$ cat src/rtl/pic_inta_sequencer_pkg.sv
// Shared types and constants for the 8259 INTA sequencer.
package pic_pkg;

    localparam int VEC_W              = 8;
    localparam int CNT_W              = 4;
    localparam int PULSE_CYCLES_DEF   = 2;
    localparam int GAP_CYCLES_DEF     = 2;
    localparam int RECOVER_CYCLES_DEF = 4;

    typedef enum logic [2:0] {
        IDLE    = 3'd0,
        P1      = 3'd1,
        GAP     = 3'd2,
        P2      = 3'd3,
        HOLD    = 3'd4,
        RECOVER = 3'd5
    } inta_state_t;

    // Timed states count N-1 down to zero, so they last exactly N cycles.
    function automatic logic [CNT_W-1:0] cnt_load(input int n);
        return CNT_W'(n - 1);
    endfunction

endpackage

$ cat src/rtl/pic_inta_sequencer_if.sv
// PIC-side INTA/data bus plus host-side vector valid/ready handshake.
interface pic_inta_sequencer_if;
    import pic_pkg::*;

    logic             inta_n;
    logic [VEC_W-1:0] data_bus;
    logic [VEC_W-1:0] vec_data;
    logic             vec_valid;
    logic             vec_ready;

    modport master (
        output inta_n, vec_data, vec_valid,
        input  data_bus, vec_ready
    );

    modport slave (
        input  inta_n, vec_data, vec_valid,
        output data_bus, vec_ready
    );

endinterface

$ cat src/rtl/pic_inta_sequencer_sync_2ff.sv
// Generic single-bit two-flop synchronizer with synchronous active-high reset.
module sync_2ff (
    input  logic clk,
    input  logic rst,
    input  logic d_i,
    output logic q_o
);

    logic meta_q;
    logic sync_q;

    always_ff @(posedge clk) begin
        if (rst) begin
            meta_q <= 1'b0;
            sync_q <= 1'b0;
        end else begin
            meta_q <= d_i;
            sync_q <= meta_q;
        end
    end

    assign q_o = sync_q;

endmodule

$ cat src/rtl/pic_inta_sequencer.sv
// Two-pulse INTA generator for a cascaded 8259 chain; captures the vector and
// hands it to the host over valid/ready.
//
// state   | meaning
// IDLE    | waiting for synchronized INT with enable
// P1      | first INTA low pulse (PIC freezes ISR/priority)
// GAP     | INTA high between pulses
// P2      | second INTA low pulse, PIC drives vector
// HOLD    | vector presented, waiting for vec_ready
// RECOVER | quiet time, INT ignored, lets INT drop or EOI land
module pic_inta_sequencer
    import pic_pkg::*;
#(
    parameter int PULSE_CYCLES   = PULSE_CYCLES_DEF,
    parameter int GAP_CYCLES     = GAP_CYCLES_DEF,
    parameter int RECOVER_CYCLES = RECOVER_CYCLES_DEF
) (
    input  logic                 clk,
    input  logic                 rst,
    input  logic                 int_req_i,
    input  logic                 enable_i,
    pic_inta_sequencer_if.master bus,
    output logic                 busy_o,
    output logic [7:0]           vec_count_o
);

    logic             int_s;
    inta_state_t      state_q, state_d;
    logic [CNT_W-1:0] cnt_q, cnt_d;
    logic             cnt_zero;
    logic             capture;
    logic             inta_n_q;
    logic             vec_valid_q;
    logic [VEC_W-1:0] vec_data_q;
    logic [7:0]       vec_count_q;

    sync_2ff u_int_sync (
        .clk (clk),
        .rst (rst),
        .d_i (int_req_i),
        .q_o (int_s)
    );

    assign cnt_zero = (cnt_q == '0);

    always_comb begin
        state_d = state_q;
        cnt_d   = cnt_q;
        case (state_q)
            IDLE: begin
                if (int_s && enable_i) begin
                    state_d = P1;
                    cnt_d   = cnt_load(PULSE_CYCLES);
                end
            end
            P1: begin
                if (cnt_zero) begin
                    state_d = GAP;
                    cnt_d   = cnt_load(GAP_CYCLES);
                end else begin
                    cnt_d = cnt_q - CNT_W'(1);
                end
            end
            GAP: begin
                if (cnt_zero) begin
                    state_d = P2;
                    cnt_d   = cnt_load(PULSE_CYCLES);
                end else begin
                    cnt_d = cnt_q - CNT_W'(1);
                end
            end
            P2: begin
                if (cnt_zero) begin
                    state_d = HOLD;
                    cnt_d   = '0;
                end else begin
                    cnt_d = cnt_q - CNT_W'(1);
                end
            end
            HOLD: begin
                if (bus.vec_ready) begin
                    state_d = RECOVER;
                    cnt_d   = cnt_load(RECOVER_CYCLES);
                end
            end
            RECOVER: begin
                if (cnt_zero) begin
                    state_d = IDLE;
                    cnt_d   = '0;
                end else begin
                    cnt_d = cnt_q - CNT_W'(1);
                end
            end
            default: begin
                state_d = IDLE;
                cnt_d   = '0;
            end
        endcase
    end

    assign capture = (state_q == P2) && (state_d == HOLD);

    // Outputs are registered from state_d so INTA never glitches.
    always_ff @(posedge clk) begin
        if (rst) begin
            state_q     <= IDLE;
            cnt_q       <= '0;
            inta_n_q    <= 1'b1;
            vec_valid_q <= 1'b0;
            vec_data_q  <= '0;
            vec_count_q <= '0;
        end else begin
            state_q     <= state_d;
            cnt_q       <= cnt_d;
            inta_n_q    <= !((state_d == P1) || (state_d == P2));
            vec_valid_q <= (state_d == HOLD);
            if (capture) begin
                vec_data_q  <= bus.data_bus;
                vec_count_q <= vec_count_q + 8'd1;
            end
        end
    end

    assign bus.inta_n    = inta_n_q;
    assign bus.vec_valid = vec_valid_q;
    assign bus.vec_data  = vec_data_q;
    assign busy_o        = (state_q != IDLE);
    assign vec_count_o   = vec_count_q;

endmodule
$ cat src/flat_wrapper.sv
// flat-port wrapper written by rule: the top's interface ports become plain ports
module pic_inta_sequencer_flat import pic_pkg::*;
#(
    parameter int PULSE_CYCLES   = PULSE_CYCLES_DEF,
    parameter int GAP_CYCLES     = GAP_CYCLES_DEF,
    parameter int RECOVER_CYCLES = RECOVER_CYCLES_DEF
)
  (clk, rst, int_req_i, enable_i, busy_o, vec_count_o, bus_inta_n, bus_vec_data, bus_vec_valid, bus_data_bus, bus_vec_ready);
  pic_inta_sequencer_if bus_i ();
  input  logic clk;
  input  logic rst;
  input  logic int_req_i;
  input  logic enable_i;
  output logic busy_o;
  output logic [7:0] vec_count_o;
  output wire logic [$bits(bus_i.inta_n)-1:0] bus_inta_n;
  output wire logic [$bits(bus_i.vec_data)-1:0] bus_vec_data;
  output wire logic [$bits(bus_i.vec_valid)-1:0] bus_vec_valid;
  input wire logic [$bits(bus_i.data_bus)-1:0] bus_data_bus;
  input wire logic [$bits(bus_i.vec_ready)-1:0] bus_vec_ready;
  assign bus_inta_n = bus_i.inta_n;
  assign bus_vec_data = bus_i.vec_data;
  assign bus_vec_valid = bus_i.vec_valid;
  assign bus_i.data_bus = bus_data_bus;
  assign bus_i.vec_ready = bus_vec_ready;
  pic_inta_sequencer #(.PULSE_CYCLES(PULSE_CYCLES), .GAP_CYCLES(GAP_CYCLES), .RECOVER_CYCLES(RECOVER_CYCLES)) u_core (.clk(clk), .rst(rst), .int_req_i(int_req_i), .enable_i(enable_i), .bus(bus_i), .busy_o(busy_o), .vec_count_o(vec_count_o));
endmodule
$ cat config.mk
export PLATFORM = sky130hd
export DESIGN_NAME = pic_inta_sequencer_flat
export DESIGN_NICKNAME = d
export VERILOG_FILES = /design/src/rtl/pic_inta_sequencer_pkg.sv /design/src/rtl/pic_inta_sequencer_if.sv /design/src/rtl/pic_inta_sequencer_sync_2ff.sv /design/src/rtl/pic_inta_sequencer.sv /design/src/flat_wrapper.sv
export SDC_FILE = /design/constraint.sdc
export NUM_CORES = 1
export LEC_CHECK = 0
export ABC_AREA = 1
export CAP_MARGIN = 25
export CORE_MARGIN = 2
export CORE_UTILIZATION = 54
export DETAILED_ROUTE_END_ITERATION = 6
export DONT_BUFFER_PORTS = 1
export PLACE_DENSITY = 0.75
export RECOVER_POWER = 50
export SYNTH_ARGS = -nofsm -noshare
export SYNTH_HDL_FRONTEND = slang
export SYNTH_HIERARCHICAL = 1
export SYNTH_SLANG_ARGS = --single-unit
$ cat constraint.sdc
create_clock -name clk -period 1.25 [get_ports clk]
set_input_delay 0.375 -clock clk [delete_from_list [all_inputs] [get_ports clk]]
set_output_delay 0.375 -clock clk [all_outputs]
set_load 0.1 [all_outputs]
==> summary.md, run 1 <==
| Metric | Value |
|---|---|
| Htree depth | `1` |
| Yosys warning count | `6` |
| Top-area cell type share of the netlist area | `43.8%` |
| Synth Register Bits | `27` |
| Largest net degree at the start of global routing | `16` |
| Halt Stage | `5_1_grt` |
| CTS root buffer | `clkbuf_4` |
| Post-Syn Instances | `176` |
| Error msg | `[ERROR DPL-0038] Utilization greater than 100%, impossible to legalize` |
| Number of buffers added on ports | `0` |
| Mean Syn Cell Area | `7.01 µm²` |
| Clock Tree Buf Depth | `2` |
| Synth Area in Adders | `1.01%` |
| Largest family of logic cells by synthesized area | `simple AND/OR/NAND/NOR gates` |
| Synth area leaders | `dfxtp_1, nand2_1, nor2_1, inv_1, o21ai_0` |
| Synth Net Count | `190` |
| Multiplexer share of the synthesized area | `0%` |
| Worst EP kind | `output port` |
| Final GP Congestion | `0.806` |
| Synth Area in Compound Gates | `11.7%` |
| Synth Area in XOR/XNOR | `2.84%` |
| Status | `did not finish` |
| Hold_buf cts | `0` |
| Post-synthesis simple-gate area fraction | `30.9%` |
| Area leader, netlist | `dfxtp_1` |
| Sink Count | `27` |
| Unique masters post-synth | `25` |
| Die Height | `51.8 µm` |
| Seq/Total Area, Yosys | `43.8%` |
| Synth Cell Area | `0.00123 mm²` |
| Initial Util | `56.3%` |
| Chip width | `51.8 µm` |
| Boundary Pins | `32` |
| # rows | `17` |
| TritonCTS buffer count | `3` |
| DP Worst Slack | `-0.0691 ns` |
| Post-GRT worst EP | `busy_o` |
| DP HPWL | `2360 µm` |
## synth_stat cells, drive strengths merged
master and count:
a211oi 1, nand4 4, xor2 2, xnor2 2
buf 4, o211ai 1, nand3 8, o21ai 14
ha 1, nor3 2, clkbuf 1, inv 22
dfxtp 27, nor2 32, a21oi 11, nand2 43
and2 1
## per-stage QoR
step                setup TNS [ns]  std cells  cell area (µm²)
floorplan                   -0.946        176             1340
global placement                 0        227             1760
detailed placement          -0.638        227             1760
CTS                          -1.35        249             2100
## cell families after synthesis
group                      Yosys count
AOI/OAI and AO/OA                   27
DFF                                 27
buffers and inverters               27
xor gates and xnor gates             4
adders and majority gates            1
and+or+nand+nor                     90
## timing repair
item                       CTS
pin swaps                   24
cloned                       1
setup endpoints to repair   38
gates resized for setup     73
buffers inserted            17
==> inputs of run 2 (changes only) <==
--- a/config.mk
+++ b/config.mk
@@ -7,11 +7,11 @@
 export LEC_CHECK = 0
 export ABC_AREA = 1
 export CAP_MARGIN = 25
-export CORE_MARGIN = 2
-export CORE_UTILIZATION = 54
+export CORE_AREA = 2 2 63 65
 export DETAILED_ROUTE_END_ITERATION = 6
+export DIE_AREA = 0 0 65 67
 export DONT_BUFFER_PORTS = 1
-export PLACE_DENSITY = 0.75
+export PLACE_DENSITY_LB_ADDON = 0.15
 export RECOVER_POWER = 50
 export SYNTH_ARGS = -nofsm -noshare
 export SYNTH_HDL_FRONTEND = slang
==> constraint.sdc (replaced) <==
create_clock -name clk -period 1.62 [get_ports clk]
set_input_delay 0.486 -clock clk [delete_from_list [all_inputs] [get_ports clk]]
set_output_delay 0.486 -clock clk [all_outputs]
set_load 0.1 [all_outputs]
==> run 2 against run 1 <==
The run now ends clean. Synthesized area unchanged. Synthesized cell count unchanged.
==> summary.md, run 2 <==
| Metric | Value |
|---|---|
| Status | `complete, no violations (was did not finish)` |
| Clock Tree Buf Depth | `2 (unchanged)` |
| Non-Filler Instances | `243` |
| Initial antenna violation count | `0` |
| Area leader, netlist | `dfxtp_1 (unchanged)` |
| Synth Net Count | `190 (unchanged)` |
| Share of the clock period used by the worst path | `96.6%` |
| Multi-input logic area | `578 µm²` |
| Post-synth EDFFs | `0 (unchanged)` |
| Unrepaired setup endpoints after global routing | `no` |
| Initial DRC Count | `43` |
| Crit path launch type | `flop` |
| Most frequent cells in the layout | `nand2_1, nor2_1, inv_1, dfxtp_1, o21ai_0` |
| Fraction of layout cells with a size suffix above 1 | `19.0%` |
| Clock network fraction of total power | `27.1%` |
| Register area | `548 µm²` |
| All-Layer GR Usage | `13.2%` |
| Crit path DAT | `1.08 ns` |
| DR vias | `1117` |
| Hold_buf cts | `0 (unchanged)` |
| Seq/Total Area, Yosys | `43.8% (unchanged)` |
| Number of buffers added on ports | `0 (unchanged)` |
| Hold crit path type | `in2reg` |
| Core Area | `0.00361 mm²` |
| Largest net degree at the start of global routing | `15` |
| Async SR Flop Fraction | `0% (unchanged)` |
| Drt drc | `0` |
| First-pass GRT wire length | `4510 µm` |
| Final hold vios | `0` |
| Final Core Density | `41.0%` |
| NetSw | `0.473 mW` |
| Chip width | `65 µm (was 51.8 µm)` |
| Final GP Congestion | `0.796 (was 0.806)` |
| LEAKAGE | `0.674 nW` |
| Area delta synth->final | `19.9%` |
| Sink Count | `27 (unchanged)` |
| Power per cell area | `964 mW/mm²` |
| Unique masters post-synth | `25 (unchanged)` |
| Cell with the most instances after synthesis | `nand2_1 (unchanged)` |
| Flop pwr share | `50.6%` |
| Post-CTS Setup Inserts | `0 (was 17)` |
| Critical path data required time | `1.13 ns` |
| Placed cell count | `239 (was 227)` |
| # rows | `22 (was 17)` |
| Hold WS | `0.266 ns` |
| Clock Pin Slew Worst Setup and Hold Paths | `0.09 ns` |
| CTS tree | `built` |
| Fin nets | `210` |
| Synth Cell Area | `0.00123 mm² (unchanged)` |
| Number of diodes | `0` |
| CP Max Fanout | `5` |
| Top cell types by occurrence after synthesis | `nand2_1, nor2_1, dfxtp_1, inv_1, o21ai_0 (unchanged)` |
| Final worst path period need | `1.57 ns` |
| Commonest non-fill, non-tap cell in the layout | `nand2_1` |
| TritonCTS buffer count | `3 (unchanged)` |
| Htree depth | `1 (unchanged)` |
| Layout Skew | `0.00354 ns` |
| Overflow after GRT | `0` |
| Yosys warning count | `6 (unchanged)` |
| Pwr Total | `1.43 mW` |
| Top_reg_cell synth | `dfxtp_1 (unchanged)` |
| DR vias/cell | `4.60` |
| Wirelength per Cell | `11.2 µm` |
| Slew Limit Headroom | `66.2%` |
| Top-area cell type share of the netlist area | `43.8% (unchanged)` |
| Synth area leaders | `dfxtp_1, nand2_1, nor2_1, inv_1, o21ai_0 (unchanged)` |
| Boundary Pins | `32 (unchanged)` |
| Die Height | `67 µm (was 51.8 µm)` |
| Maximum vdd drop | `350 µV` |
| Initial DRT Pass Iterations | `4` |
| DP HPWL | `2040 µm (was 2360 µm)` |
| Fmax | `639 MHz` |
| Final setup fails | `0` |
| Vias in the first global route | `1042` |
| Setup CP Type | `reg2out` |
| Post-Syn Instances | `176 (unchanged)` |
| # fillers | `399` |
| CTS root buffer | `clkbuf_8 (was clkbuf_4)` |
| Synth Register Bits | `27 (unchanged)` |
| Initial Util | `34.2% (was 56.3%)` |
| Max cap viols | `0` |
| Max Slew Vio Count | `0` |
| Skew-Pair Late Insertion Delay | `0.27 ns` |
| Mean Syn Cell Area | `7.01 µm² (unchanged)` |
| Worst Max-Slew Pin Slew | `0.507 ns` |
| P_int | `0.953 mW` |
| Comb pwr share | `22.3%` |
| CP Capture Type | `output port` |
| WL final | `2730 µm` |
| Switching share of power | `33.2%` |
| Die area | `0.00436 mm²` |
| Final ANT Viol Nets | `0` |
==> run 2: worst max-delay path: stages (launching register included) <==
cell,delay (ns)
dfxtp_1,0.37
nor2_2,0.17
nand2_2,0.09
buf_12,0.17
==> run 2: path summary, 6_finish.rpt <==
check,depth (start not counted),slack (ns),to,start
worst min-delay path,1,0.27,u_core/vec_count_o[4]$_SDFFE_PP0P_,rst
worst min register to register,2,0.41,u_core/u_int_sync/q_o$_SDFF_PP0_,u_core/u_int_sync/meta_q$_SDFF_PP0_
worst max-delay path,3,0.05,busy_o,u_core/state_q[1]$_SDFF_PP0_
worst max register to register,6,0.15,u_core/vec_count_o[3]$_SDFFE_PP0P_,u_core/cnt_q[0]$_SDFFE_PP0P_
==> run 2: power groups by stage <==
| stage | registers [mW] | logic, mW | clock network, mW |
|---|---|---|---|
| finish | 0.721 | 0.318 | 0.386 |
| global placement | 0.732 | 0.314 | 0 |
| global route | 0.725 | 0.345 | 0.427 |
| detailed placement | 0.734 | 0.321 | 0 |
| floorplan | 0.781 | 0.199 | 0 |
| CTS | 0.720 | 0.322 | 0.395 |
==> run 2: per-layer routing <==
metal	track usage (%)	wire (µm)	vias to the layer above	part of all wire (%)
met4	3.99	17	0	0.62
li1	-	-	589	-
met1	15.8	1300	490	48
met3	2.70	180	2	6.6
met2	23.7	1230	36	45
met5	0	0	-	0
==> run 2: cell families after synthesis <==
logic type / synth area share, %
AND/OR/NAND/NOR: 30.9
AO/OA/AOI/OAI: 11.7
buffers and inverters: 9.74
XOR/XNOR: 2.84
adder cells (fa/ha/maj): 1.01
flip-flops: 43.8
==> run 2: timing repair <==
action / CTS / global route
gates resized for setup: 2 / 1
gates cloned: 0 / 0
endpoints found under the setup margin: 1 / 2
==> run 2: area by class of cell <==
cell class | count | area share [%]
inverters | 22 | 5.58
multi-input cells | 122 | 39.1
well taps | 48 | 4.06
repair buffers | 20 | 11.2
flip-flops and latches | 27 | 37.1
clock buffers | 4 | 3.05
==> run 2: stage by stage <==
step	TNS, ns	instance area (µm²)	setup WS [ns]
2_1_floorplan	-0.00415	1240	-0.00415
6_report	0	1480	0.0544
3_5_place_dp	0	1470	0.189
4_1_cts	0	1510	0.0119
5_1_grt	0	1480	0.00678
3_3_place_gp	0	1470	0.211
No activity file was read; power rests on OpenSTA's default activity.
